--- src/rtl/score_disp_pkg.sv ---
// Shared types, constants and the BCD-digit to seven-segment lookup for the score display.
// Latency: none (declarations and a combinational helper only).
// Backpressure: not applicable.
package score_disp_pkg;

  typedef enum logic [1:0] {
    IDLE   = 2'd0,
    SHIFT  = 2'd1,
    COMMIT = 2'd2
  } state_t;

  localparam logic [7:0] SEG_BLANK = 8'h00;
  localparam int         SCORE_MAX = 127;

  // Number of BCD bits needed to hold SCORE_MAX in decimal.
  localparam int BCD_W = 4 * ((SCORE_MAX > 99) ? 3 : ((SCORE_MAX > 9) ? 2 : 1));

  // Active-high segments, bit0=a .. bit6=g, bit7 (dp) always 0.
  // Non-decimal nibbles render blank.
  function automatic logic [7:0] seg_lut(input logic [3:0] digit);
    logic [7:0] seg;
    case (digit)
      4'd0:    seg = 8'h3F;
      4'd1:    seg = 8'h06;
      4'd2:    seg = 8'h5B;
      4'd3:    seg = 8'h4F;
      4'd4:    seg = 8'h66;
      4'd5:    seg = 8'h6D;
      4'd6:    seg = 8'h7D;
      4'd7:    seg = 8'h07;
      4'd8:    seg = 8'h7F;
      4'd9:    seg = 8'h6F;
      default: seg = SEG_BLANK;
    endcase
    return seg;
  endfunction

endpackage

--- src/rtl/bcd_seg_encode.sv ---
// One BCD nibble to seven-segment pattern, with a forced-blank input.
// Latency: combinational.
// Backpressure: none.
// Ports: bcd_i (digit), blank_i (force 00), seg_o (segments, dp=0).
module bcd_seg_encode
  import score_disp_pkg::*;
(
  input  logic [3:0] bcd_i,
  input  logic       blank_i,
  output logic [7:0] seg_o
);

  assign seg_o = blank_i ? SEG_BLANK : seg_lut(bcd_i);

endmodule

--- src/rtl/score_display_driver.sv ---
// Binary score -> three BCD digits (sequential double-dabble) -> seven-segment, with blink.
// Latency: 8 cycles from the capture edge to new segments; blink gating is combinational on a register.
// Backpressure: none; score changes during a conversion are picked up on the next idle cycle.
// Ports: clk, nRst (async active-low), dispScore, isGameComplete (blink enable),
//        ss_ones/ss_tens/ss_hundreds (segments), busy (conversion in progress).
// Build option: LEADING_ZERO_BLANK_EN blanks leading zero hundreds/tens digits.
module score_display_driver
  import score_disp_pkg::*;
#(
  parameter int SCORE_W   = 7,
  parameter int BLINK_DIV = 50
) (
  input  logic               clk,
  input  logic               nRst,
  input  logic [SCORE_W-1:0] dispScore,
  input  logic               isGameComplete,
  output logic [7:0]         ss_ones,
  output logic [7:0]         ss_tens,
  output logic [7:0]         ss_hundreds,
  output logic               busy
);

  localparam int CNT_W = (SCORE_W > 1) ? $clog2(SCORE_W) : 1;
  localparam int BLK_W = (BLINK_DIV > 1) ? $clog2(BLINK_DIV) : 1;

  state_t             state_q, state_d;
  logic [SCORE_W-1:0] shreg_q, shreg_d;
  logic [SCORE_W-1:0] cap_q, cap_d;
  logic [SCORE_W-1:0] shown_q, shown_d;
  logic [BCD_W-1:0]   bcd_q, bcd_d;
  logic [BCD_W-1:0]   bcd_adj;
  logic [CNT_W-1:0]   cnt_q, cnt_d;
  logic [BCD_W-1:0]   dig_q, dig_d;
  logic               committed_q, committed_d;
  logic [BLK_W-1:0]   blink_cnt_q, blink_cnt_d;
  logic               blink_off_q, blink_off_d;

  // Double-dabble correction: any nibble >= 5 gets +3 before the shift.
  always_comb begin
    bcd_adj = bcd_q;
    for (int i = 0; i < BCD_W / 4; i++) begin
      if (bcd_q[i*4 +: 4] >= 4'd5) begin
        bcd_adj[i*4 +: 4] = bcd_q[i*4 +: 4] + 4'd3;
      end
    end
  end

  // Conversion FSM
  always_comb begin
    state_d     = state_q;
    shreg_d     = shreg_q;
    cap_d       = cap_q;
    shown_d     = shown_q;
    bcd_d       = bcd_q;
    cnt_d       = cnt_q;
    dig_d       = dig_q;
    committed_d = committed_q;
    case (state_q)
      IDLE: begin
        if (dispScore != shown_q) begin
          shreg_d = dispScore;
          cap_d   = dispScore;
          bcd_d   = '0;
          cnt_d   = '0;
          state_d = SHIFT;
        end
      end
      SHIFT: begin
        {bcd_d, shreg_d} = {bcd_adj, shreg_q} << 1;
        cnt_d            = cnt_q + 1'b1;
        if (cnt_q == CNT_W'(SCORE_W - 1)) begin
          state_d = COMMIT;
        end
      end
      COMMIT: begin
        dig_d       = bcd_q;
        shown_d     = cap_q;
        committed_d = 1'b1;
        state_d     = IDLE;
      end
      default: state_d = IDLE;
    endcase
  end

  // Blink timer: off/on phases of BLINK_DIV cycles, starting with "on".
  always_comb begin
    blink_cnt_d = blink_cnt_q;
    blink_off_d = blink_off_q;
    if (isGameComplete) begin
      if (blink_cnt_q == BLK_W'(BLINK_DIV - 1)) begin
        blink_cnt_d = '0;
        blink_off_d = ~blink_off_q;
      end else begin
        blink_cnt_d = blink_cnt_q + 1'b1;
      end
    end else begin
      blink_cnt_d = '0;
      blink_off_d = 1'b0;
    end
  end

  always_ff @(posedge clk or negedge nRst) begin
    if (!nRst) begin
      state_q     <= IDLE;
      shreg_q     <= '0;
      cap_q       <= '0;
      shown_q     <= '0;
      bcd_q       <= '0;
      cnt_q       <= '0;
      dig_q       <= '0;
      committed_q <= 1'b0;
      blink_cnt_q <= '0;
      blink_off_q <= 1'b0;
    end else begin
      state_q     <= state_d;
      shreg_q     <= shreg_d;
      cap_q       <= cap_d;
      shown_q     <= shown_d;
      bcd_q       <= bcd_d;
      cnt_q       <= cnt_d;
      dig_q       <= dig_d;
      committed_q <= committed_d;
      blink_cnt_q <= blink_cnt_d;
      blink_off_q <= blink_off_d;
    end
  end

  assign busy = (state_q != IDLE);

  // Tens/hundreds read 00 out of reset until a conversion has been committed;
  // with leading-zero blanking the zero digits also stay dark afterwards.
  logic blank_hund, blank_tens;
`ifdef LEADING_ZERO_BLANK_EN
  assign blank_hund = !committed_q || (dig_q[11:8] == 4'd0);
  assign blank_tens = !committed_q || ((dig_q[11:8] == 4'd0) && (dig_q[7:4] == 4'd0));
`else
  assign blank_hund = !committed_q;
  assign blank_tens = !committed_q;
`endif

  logic [7:0] seg_ones, seg_tens, seg_hund;

  bcd_seg_encode u_enc_ones (
    .bcd_i   (dig_q[3:0]),
    .blank_i (1'b0),
    .seg_o   (seg_ones)
  );

  bcd_seg_encode u_enc_tens (
    .bcd_i   (dig_q[7:4]),
    .blank_i (blank_tens),
    .seg_o   (seg_tens)
  );

  bcd_seg_encode u_enc_hund (
    .bcd_i   (dig_q[11:8]),
    .blank_i (blank_hund),
    .seg_o   (seg_hund)
  );

  assign ss_ones     = blink_off_q ? SEG_BLANK : seg_ones;
  assign ss_tens     = blink_off_q ? SEG_BLANK : seg_tens;
  assign ss_hundreds = blink_off_q ? SEG_BLANK : seg_hund;

endmodule

--- config.mk ---
export PLATFORM = sky130hd
export DESIGN_NAME = score_display_driver
export DESIGN_NICKNAME = d
export VERILOG_FILES = /design/src/rtl/score_disp_pkg.sv /design/src/rtl/bcd_seg_encode.sv /design/src/rtl/score_display_driver.sv
export SDC_FILE = /design/constraint.sdc
export NUM_CORES = 1
export LEC_CHECK = 0
export BUFFER_PORTS_ARGS = -buffer_cell sky130_fd_sc_hd__buf_2
export CAP_MARGIN = 20
export CORE_MARGIN = 1.5
export CORE_UTILIZATION = 50
export CTS_CLUSTER_DIAMETER = 30
export DETAILED_ROUTE_END_ITERATION = 10
export PLACE_DENSITY = 0.66
export SLEW_MARGIN = 20
export SYNTH_ARGS = -nofsm -noshare
export SYNTH_HDL_FRONTEND = slang
export SYNTH_SLANG_ARGS = --single-unit
--- constraint.sdc ---
create_clock -name clk -period 2.2 [get_ports clk]
set_input_delay 0.22 -clock clk [delete_from_list [all_inputs] [get_ports clk]]
set_output_delay 0.22 -clock clk [all_outputs]
set_load 0.1 [all_outputs]
==> results of run 1 <==
==> flip-flops by register name, indices dropped and copies added (netlist names) <==
| name | flops |
|---|---|
| bcd_q | 12 |
| blink_cnt_q | 6 |
| blink_off_q | 1 |
| cap_q | 7 |
| cnt_q | 3 |
| committed_q | 1 |
| dig_q | 12 |
| shown_q | 7 |
| shreg_q | 7 |
| state_q | 2 |
==> cell type report <==
| type | instances | area (um^2) | share of cell area (%) |
|---|---|---|---|
| Multi-Input combinational cell | 232 | 1670 | 44.0 |
| Sequential cell | 58 | 1450 | 38.1 |
| Timing Repair Buffer | 40 | 265 | 6.97 |
| Clock buffer | 9 | 124 | 3.26 |
| Inverter | 27 | 101 | 2.66 |
| Tap cell | 77 | 96.3 | 2.53 |
| Clock inverter | 7 | 93.8 | 2.47 |
==> worst max path at each step <==
stage                startpoint  slack, ns  depth (start not counted)        endpoint
floorplan              dig_q[1]      -0.38                          5      ss_ones[5]
global placement     shown_q[5]       0.40                          4        cap_q[0]
detailed placement   shown_q[5]       0.37                          4        cap_q[1]
CTS                 blink_off_q       0.05                          4      ss_tens[1]
global route        blink_off_q       0.01                          4  ss_hundreds[1]
finish              blink_off_q       0.14                          4  ss_hundreds[1]
==> stage by stage <==
stage / setup WS (ns) / setup TNS [ns] / instances / utilization (%)
after floorplan: -0.384 / -3.14 / 335 / -
after global routing: 0.0109 / 0 / 450 / 59.9
after CTS: 0.0510 / 0 / 450 / 59.5
after global placement: 0.404 / 0 / 433 / 55.9
after detailed placement: 0.371 / 0 / 433 / 55.9
final: 0.136 / 0 / 450 / 59.9
==> cells by family after synthesis <==
family	after synthesis
buffers and inverters	45
adders and majority gates	25
AOI/OAI and AO/OA	74
xor gates and xnor gates	18
muxes	24
DFF	58
other	1
and+or+nand+nor	88
==> repair_timing <==
item | 4_1_cts | 5_1_grt
hold endpoints to repair | 27 | 0
gates cloned | 0 | 0
resized for setup | 1 | 14
hold buffers | 1 | 0
setup endpoints to repair | 1 | 10
==> layer usage <==
metal	vias to the layer above	routed length, um
li1	1200	-
met1	1127	2780
met2	50	2660
met3	17	187
met4	0	170
met5	-	0
==> Yosys cell counts (2+ instances only) <==
master / instances
nand2_1: 26
dfrtp_1: 58
o32ai_1: 2
mux2_2: 16
buf_4: 4
buf_2: 5
a21o_1: 3
a21oi_1: 21
mux2_1: 3
inv_1: 27
mux2i_1: 5
nor3_1: 2
ha_1: 25
nand2b_1: 12
a211oi_1: 2
o21ai_0: 18
a22oi_1: 6
o211ai_1: 6
o22ai_1: 3
o2bb2ai_1: 2
buf_6: 2
clkbuf_1: 7
nand4_1: 8
nand3_1: 3
a22o_1: 6
xor2_1: 12
xnor2_1: 6
nor2_1: 30
==> worst max-delay path: cells and delay by family, from the launching register on <==
kind / cells / cell delay, ns
compound gates: 1 / 0.15
buf+inv: 1 / 0.43
flops: 1 / 0.49
simple gates: 2 / 0.43
==> run summary, run 1 <==
Slew HR: 56.2%
FF-to-FF Start: shown_q[5]
Hold EP: blink_off_q
largest family of logic cells by synthesized area: compound AO/OA/AOI/OAI gates
share of synthesized area spent on multiplexers: 8.02%
DPL Wire Length: 4190 um
drt total wl: 5800 um
synth top area cells: dfrtp_1, ha_1, mux2_2
CP Cell Sequence: nor2b_1, nand2_1, a21oi_2, buf_2
register area share after synthesis: 44.1%
Layout fillers: 563
Worst Path Required: 1.98 ns
cell area after layout: 0.00380 mm^2
Via Count: 2394
Synthesis Warnings: 0
placed instance area: 0.00355 mm^2
H-tree levels: 3
flop2flop setup slack: 0.38 ns
Total GRT Usage: 18.6%
largest net degree at the start of global routing: 32
# DRC: 0
layout cell share with drive strength beyond 1: 22.8%
CP max stage delay: 0.49 ns
vias in the first global route: 2283
Ant. Diodes: 0
Hold Crit Start: isGameComplete
outcome: complete, no violations
num ports: 35
CP arrival: 1.84 ns
cell depth of the worst flop-to-flop path: 4
gpl congestion: 0.809
initial core utilization: 51.8%
GR Overflow Total: 0
CP Capture Type: output pin
Post-Synth Simple-Gate Area: 12.5%
Post-Syn Instances: 333
Hold Path Class: in -> reg
final period utilization: 93.8%
Syn-to-layout area delta: 15.6%
number of vias per cell: 5.32
Yosys top cell area share: 44.1%
Clock Root Buffer: clkbuf_8
ys flop type: dfrtp_1
iteration count of the initial detailed-routing pass: 4
Die Width: 84.1 um
Slew @ Worst Pin: 0.657 ns
Die Y-Extent: 84.1 um
CTS tree: built
met2 Use GR: 28.2%
Layout Nets: 403
Post-CTS Setup Bufs: 0
Routed wire per std cell: 12.9 um
die area: 0.00708 mm^2
Final Skew: 0.0131 ns
fmax: 485 MHz
CTS Sinks: 58
Max FO, Critical Path: 10
first-pass GRT wire length: 10500 um
Clock transition at path regs: 0.08 ns
Worst Hold Depth: 2
critical path class: reg -> out
max-slew violation count: 0
minimum clock period: 2.06 ns
Post-synth EDFFs: 0
cts bufs inserted: 9
GR Util met3: 3.96%
IO Port Bufs: 31
unrepaired setup endpoints after global routing: no
Setup crit start kind: flop
initial drt markers: 117
worst skew pair latency: 0.35 ns
max-cap viol count: 0
post-synthesis register bit count: 58
highest-count cells in the layout ignoring fill and taps: dfrtp_1, inv_1, nand2_1
Synth area leader: dfrtp_1
setup violators final: 0
worst flop-to-flop path endpoint: cap_q[1]
area share of fa/ha/maj cells after synthesis: 9.51%
Final ANT Viol Nets: 0
compound-cell area share of the yosys netlist: 14.7%
Floorplan Core Area: 0.00635 mm^2
syn avg cell area: 9.88 um^2
met1 GRT Util: 24.8%
Hold Worst Slack: 0.0922 ns
critical path's slowest cell: dfrtp_1
Hold Vio Cnt, Final: 0
GRT busiest layer: met2
XOR/XNOR share of the synthesized area: 4.79%
# rows: 29
count of cell types in the netlist: 41
clock buffer depth: 2
commonest non-fill, non-tap cell in the layout: dfrtp_1
Mapped Area: 0.00329 mm^2
initial antenna violation count: 0
Post-synth ARST share: 100%
Power of run 1 is not shown: default switching activity piles up to over one toggle a cycle in this logic, so the estimate is an artifact.
==> run 2: changes to the inputs <==
REMOVE_ABC_BUFFERS = 1   (was not set)
clock period = 2.4 ns   (was 2.2 ns; I/O delays follow)
==> run summary, run 2 (same netlist as run 1, synthesis figures left out) <==
unrepaired setup endpoints after global routing: no
Syn-to-layout area delta: 10.8%
GR Overflow Total: 0 (unchanged)
largest net degree at the start of global routing: 59 (+84%)
fmax: 460 MHz
Floorplan Core Area: 0.00635 mm^2 (unchanged)
gpl congestion: 0.793 (-1.9%)
Setup crit start kind: flop
Final ANT Viol Nets: 0 (unchanged)
Ant. Diodes: 0 (unchanged)
# rows: 29 (unchanged)
initial core utilization: 51.8% (unchanged)
number of vias per cell: 5.42 (+1.9%)
layout cell share with drive strength beyond 1: 18.8% (-4.0 points)
minimum clock period: 2.17 ns
highest-count cells in the layout ignoring fill and taps: dfrtp_1, buf_2, nor2_1
clock buffer depth: 2 (unchanged)
max-slew violation count: 0 (unchanged)
Post-CTS Setup Bufs: 0 (unchanged)
Routed wire per std cell: 12.9 um (+0.30%)
vias in the first global route: 2239 (-1.9%)
Worst Path Required: 2.16 ns (+0.18 ns)
outcome: complete, no violations
Hold Vio Cnt, Final: 0 (unchanged)
# DRC: 0 (unchanged)
Layout Nets: 401 (-0.50%)
CTS Sinks: 58 (unchanged)
Clock Root Buffer: clkbuf_8
Clock transition at path regs: 0.06 ns (-0.02 ns)
die area: 0.00708 mm^2 (unchanged)
setup violators final: 0 (unchanged)
num ports: 35 (unchanged)
H-tree levels: 3 (unchanged)
IO Port Bufs: 31 (unchanged)
Hold Worst Slack: 0.0390 ns (-0.0531 ns)
final period utilization: 90.6%
first-pass GRT wire length: 10100 um (-3.7%)
max-cap viol count: 0 (unchanged)
FF-to-FF Start: shown_q[5]
worst flop-to-flop path endpoint: cap_q[0]
iteration count of the initial detailed-routing pass: 4 (unchanged)
worst setup margin: 0.227 ns (+0.0905 ns)
CP arrival: 1.93 ns (+0.09 ns)
flop2flop setup slack: 0.60 ns (+0.22 ns)
cell depth of the worst flop-to-flop path: 4 (unchanged)
Slew @ Worst Pin: 0.715 ns (+0.0581 ns)
Max FO, Critical Path: 6 (-4)
critical path class: reg -> out
DPL Wire Length: 4080 um (-2.6%)
Die Y-Extent: 84.1 um (unchanged)
Post-Place Setup Slack: 0.576 ns (+0.205 ns)
initial antenna violation count: 0 (unchanged)
Total GRT Usage: 17.8% (-0.78 points)
Layout fillers: 576 (+2.3%)
Die Width: 84.1 um (unchanged)
hold_buf cts: 0 (-1)
cts bufs inserted: 9 (unchanged)
CP Capture Type: output pin
Post-CTS Resized: 0 (-1)
Via Count: 2407 (+0.54%)
worst skew pair latency: 0.33 ns (-0.02 ns)
initial drt markers: 90 (-23%)
largest registers: bcd_q (12), dig_q (12)
commonest non-fill, non-tap cell in the layout: dfrtp_1
drt total wl: 5740 um (-1.0%)
CTS tree: built
Hold Path Class: in -> async
Final Skew: 0.00583 ns (-0.00725 ns)
Slew HR: 52.3% (-3.9 points)
==> run 2: cell count changes in the layout (fill, tap and decap cells not counted), sizes merged <==
cell         delta
buf             +5
bufinv          -2
clkbuf          -4
clkinv          -2
clkinvlp        -2
dlygate4sd3     -1
==> run 2: worst max-delay path by stage <==
stage                 start         end  cells after the start
5_1_grt         blink_off_q  ss_tens[3]                      4
2_1_floorplan      dig_q[1]  ss_ones[0]                      4
3_5_place_dp       dig_q[1]  ss_ones[0]                      5
3_3_place_gp   dispScore[5]    cap_q[0]                      5
6_report           dig_q[1]  ss_ones[0]                      5
4_1_cts            dig_q[1]  ss_ones[0]                      5
==> run 2: metal layers <==
layer	vias to the layer above	wire length, um	track usage, %
met3	13	176	4.45
li1	1199	-	-
met2	39	2790	28.9
met5	-	0	0
met4	0	123	8.79
met1	1156	2640	22.2
==> run 2: final cells by class <==
class / count / area [um^2] / share of cell area (%)
sequential: 58 / 1450 / 39.8
clock inverter: 1 / 5.00 / 0.137
multi-input combinational: 232 / 1640 / 45.0
clock buffer: 11 / 141 / 3.88
tap: 77 / 96.3 / 2.64
inverter: 27 / 101 / 2.78
timing repair buffer: 38 / 208 / 5.70
==> run 2: per-stage QoR <==
step           setup TNS, ns  std cells  instance area (um^2)  util (%)
2_1_floorplan          -1.51        317                  3190         -
3_3_place_gp               0        432                  3500      55.1
3_5_place_dp               0        432                  3500      55.1
4_1_cts                    0        444                  3640      57.4
5_1_grt                    0        444                  3640      57.4
6_report                   0        444                  3640      57.4
==> run 2: critical path: stages, from the launching register on <==
cell     delay (ns)
dfrtp_1        0.42
inv_1          0.12
ha_1           0.18
or3_1          0.31
a21oi_1        0.14
buf_2          0.43
Power of run 2 is left out for the same reason.
==> run 3: changes to the inputs <==
MAX_ROUTING_LAYER = met4   (was not set)
clock period = 2.5 ns   (was 2.4 ns; I/O delays follow)
==> run summary, run 3 (same netlist as run 1, synthesis figures left out) <==
Total GRT Usage: 18.4% (+0.64 points)
max-cap viol count: 0 (unchanged)
worst skew pair latency: 0.33 ns (about the same)
Routed wire per std cell: 12.6 um (-2.4%)
first-pass GRT wire length: 10200 um (+0.89%)
CTS Sinks: 58 (unchanged)
Crit path max-delay family: buffers and inverters
CP Cell Sequence: inv_1, ha_1, or3_1, a21oi_1, buf_2
Clock transition at path regs: 0.06 ns (about the same)
IO Port Bufs: 31 (unchanged)
Non-Filler Instances: 450 (+1.4%)
CP Capture Type: output pin
Worst Hold Depth: 2
Hold Crit Start: isGameComplete
Layout Nets: 404 (+0.75%)
Hold EP: blink_off_q
highest-count cells in the layout ignoring fill and taps: dfrtp_1, buf_2, nor2_1
FF-to-FF Start: shown_q[5]
unrepaired setup endpoints after global routing: no
Clock Root Buffer: clkbuf_8
iteration count of the initial detailed-routing pass: 4 (unchanged)
largest net degree at the start of global routing: 30 (-49%)
gpl congestion: 0.785 (-0.96%)
commonest non-fill, non-tap cell in the layout: dfrtp_1
cts bufs inserted: 9 (unchanged)
Die Width: 84.1 um (unchanged)
H-tree levels: 3 (unchanged)
Layout fillers: 596 (+3.5%)
placed instance area: 0.00351 mm^2 (+0.43%)
largest registers: bcd_q (12), dig_q (12)
initial drt markers: 86 (-4.4%)
Hold Worst Slack: 0.138 ns (+0.0987 ns)
hold_buf cts: 1 (+1)
Floorplan Core Area: 0.00635 mm^2 (unchanged)
fmax: 450 MHz
Final Skew: 0.00824 ns (+0.00241 ns)
cell depth of the worst flop-to-flop path: 4 (unchanged)
Post-CTS Resized: 0 (unchanged)
minimum clock period: 2.22 ns
cell area after layout: 0.00369 mm^2 (+1.3%)
drt total wl: 5680 um (-1.1%)
# rows: 29 (unchanged)
num ports: 35 (unchanged)
Setup crit start kind: flop
initial antenna violation count: 0 (unchanged)
Slew @ Worst Pin: 0.632 ns (-0.0833 ns)
worst flop-to-flop path endpoint: cap_q[0]
Final ANT Viol Nets: 0 (unchanged)
CP max stage delay: 0.45 ns (+0.02 ns)
CP arrival: 1.97 ns (+0.04 ns)
Hold Vio Cnt, Final: 0 (unchanged)
outcome: complete, no violations
max-slew violation count: 0 (unchanged)
Post-CTS Setup Bufs: 0 (unchanged)
initial core utilization: 51.8% (unchanged)
WP buf/inv: 2 (unchanged)
Ant. Diodes: 0 (unchanged)
Hold Path Class: in -> reg
Die Y-Extent: 84.1 um (unchanged)
critical path class: reg -> out
layout cell share with drive strength beyond 1: 19.8% (+1.0 points)
placed instance count: 434 (+0.46%)
Worst Path Required: 2.25 ns (+0.09 ns)
number of vias per cell: 5.30 (-2.2%)
final period utilization: 88.9%
GR Overflow Total: 0 (unchanged)
vias in the first global route: 2364 (+5.6%)
Max FO, Critical Path: 6 (unchanged)
Worst Setup SP: dig_q[1]
Syn-to-layout area delta: 12.2%
critical path's slowest cell: dfrtp_1
DPL Wire Length: 4140 um (+1.3%)
Slew HR: 57.9% (+5.6 points)
setup violators final: 0 (unchanged)
CTS tree: built
Via Count: 2386 (-0.87%)
clock buffer depth: 2 (unchanged)
die area: 0.00708 mm^2 (unchanged)
flop2flop setup slack: 0.68 ns (+0.08 ns)
# DRC: 0 (unchanged)
[run 3: changes by cell type in the layout (fill, tap and decap cells not counted), sizes merged]
cell         delta
buf             +2
clkinv          +2
dlygate4sd3     +1
clkbuf          +1
[run 3: stage by stage]
stage / util (%) / setup TNS, ns / setup slack, ns
finish: 58.2 / 0 / 0.278
global route: 58.2 / 0 / 0.161
CTS: 58.2 / 0 / 0.262
detailed placement: 55.3 / 0 / 0.628
global placement: 55.3 / 0 / 0.666
floorplan: - / -0.625 / -0.195
[run 3: final cells by class]
cell class	instances	area, um^2	share of cell area, %
Clock buffer	12	155	4.20
Clock inverter	3	15.0	0.407
Inverter	27	101	2.74
Multi-Input combinational cell	232	1640	44.4
Sequential cell	58	1450	39.3
Tap cell	77	96.3	2.61
Timing Repair Buffer	41	233	6.30
[run 3: routing by layer]
layer | global-route usage [%] | vias up | share of wire, %
met1 | 21.5 | 1130 | 46
li1 | - | 1204 | -
met3 | 3.56 | 9 | 3.3
met4 | 8.05 | 0 | 1.6
met2 | 31.0 | 43 | 49
met5 | - | - | 0
[run 3: worst max-delay path by stage]
stage / depth (start not counted) / endpoint / slack [ns]
after floorplan: 4 / ss_ones[0] / -0.19
after global placement: 5 / cap_q[0] / 0.67
after detailed placement: 5 / ss_ones[0] / 0.63
after CTS: 5 / ss_ones[0] / 0.26
after global routing: 5 / ss_ones[0] / 0.16
final: 5 / ss_ones[0] / 0.28
Power of run 3 is left out for the same reason.
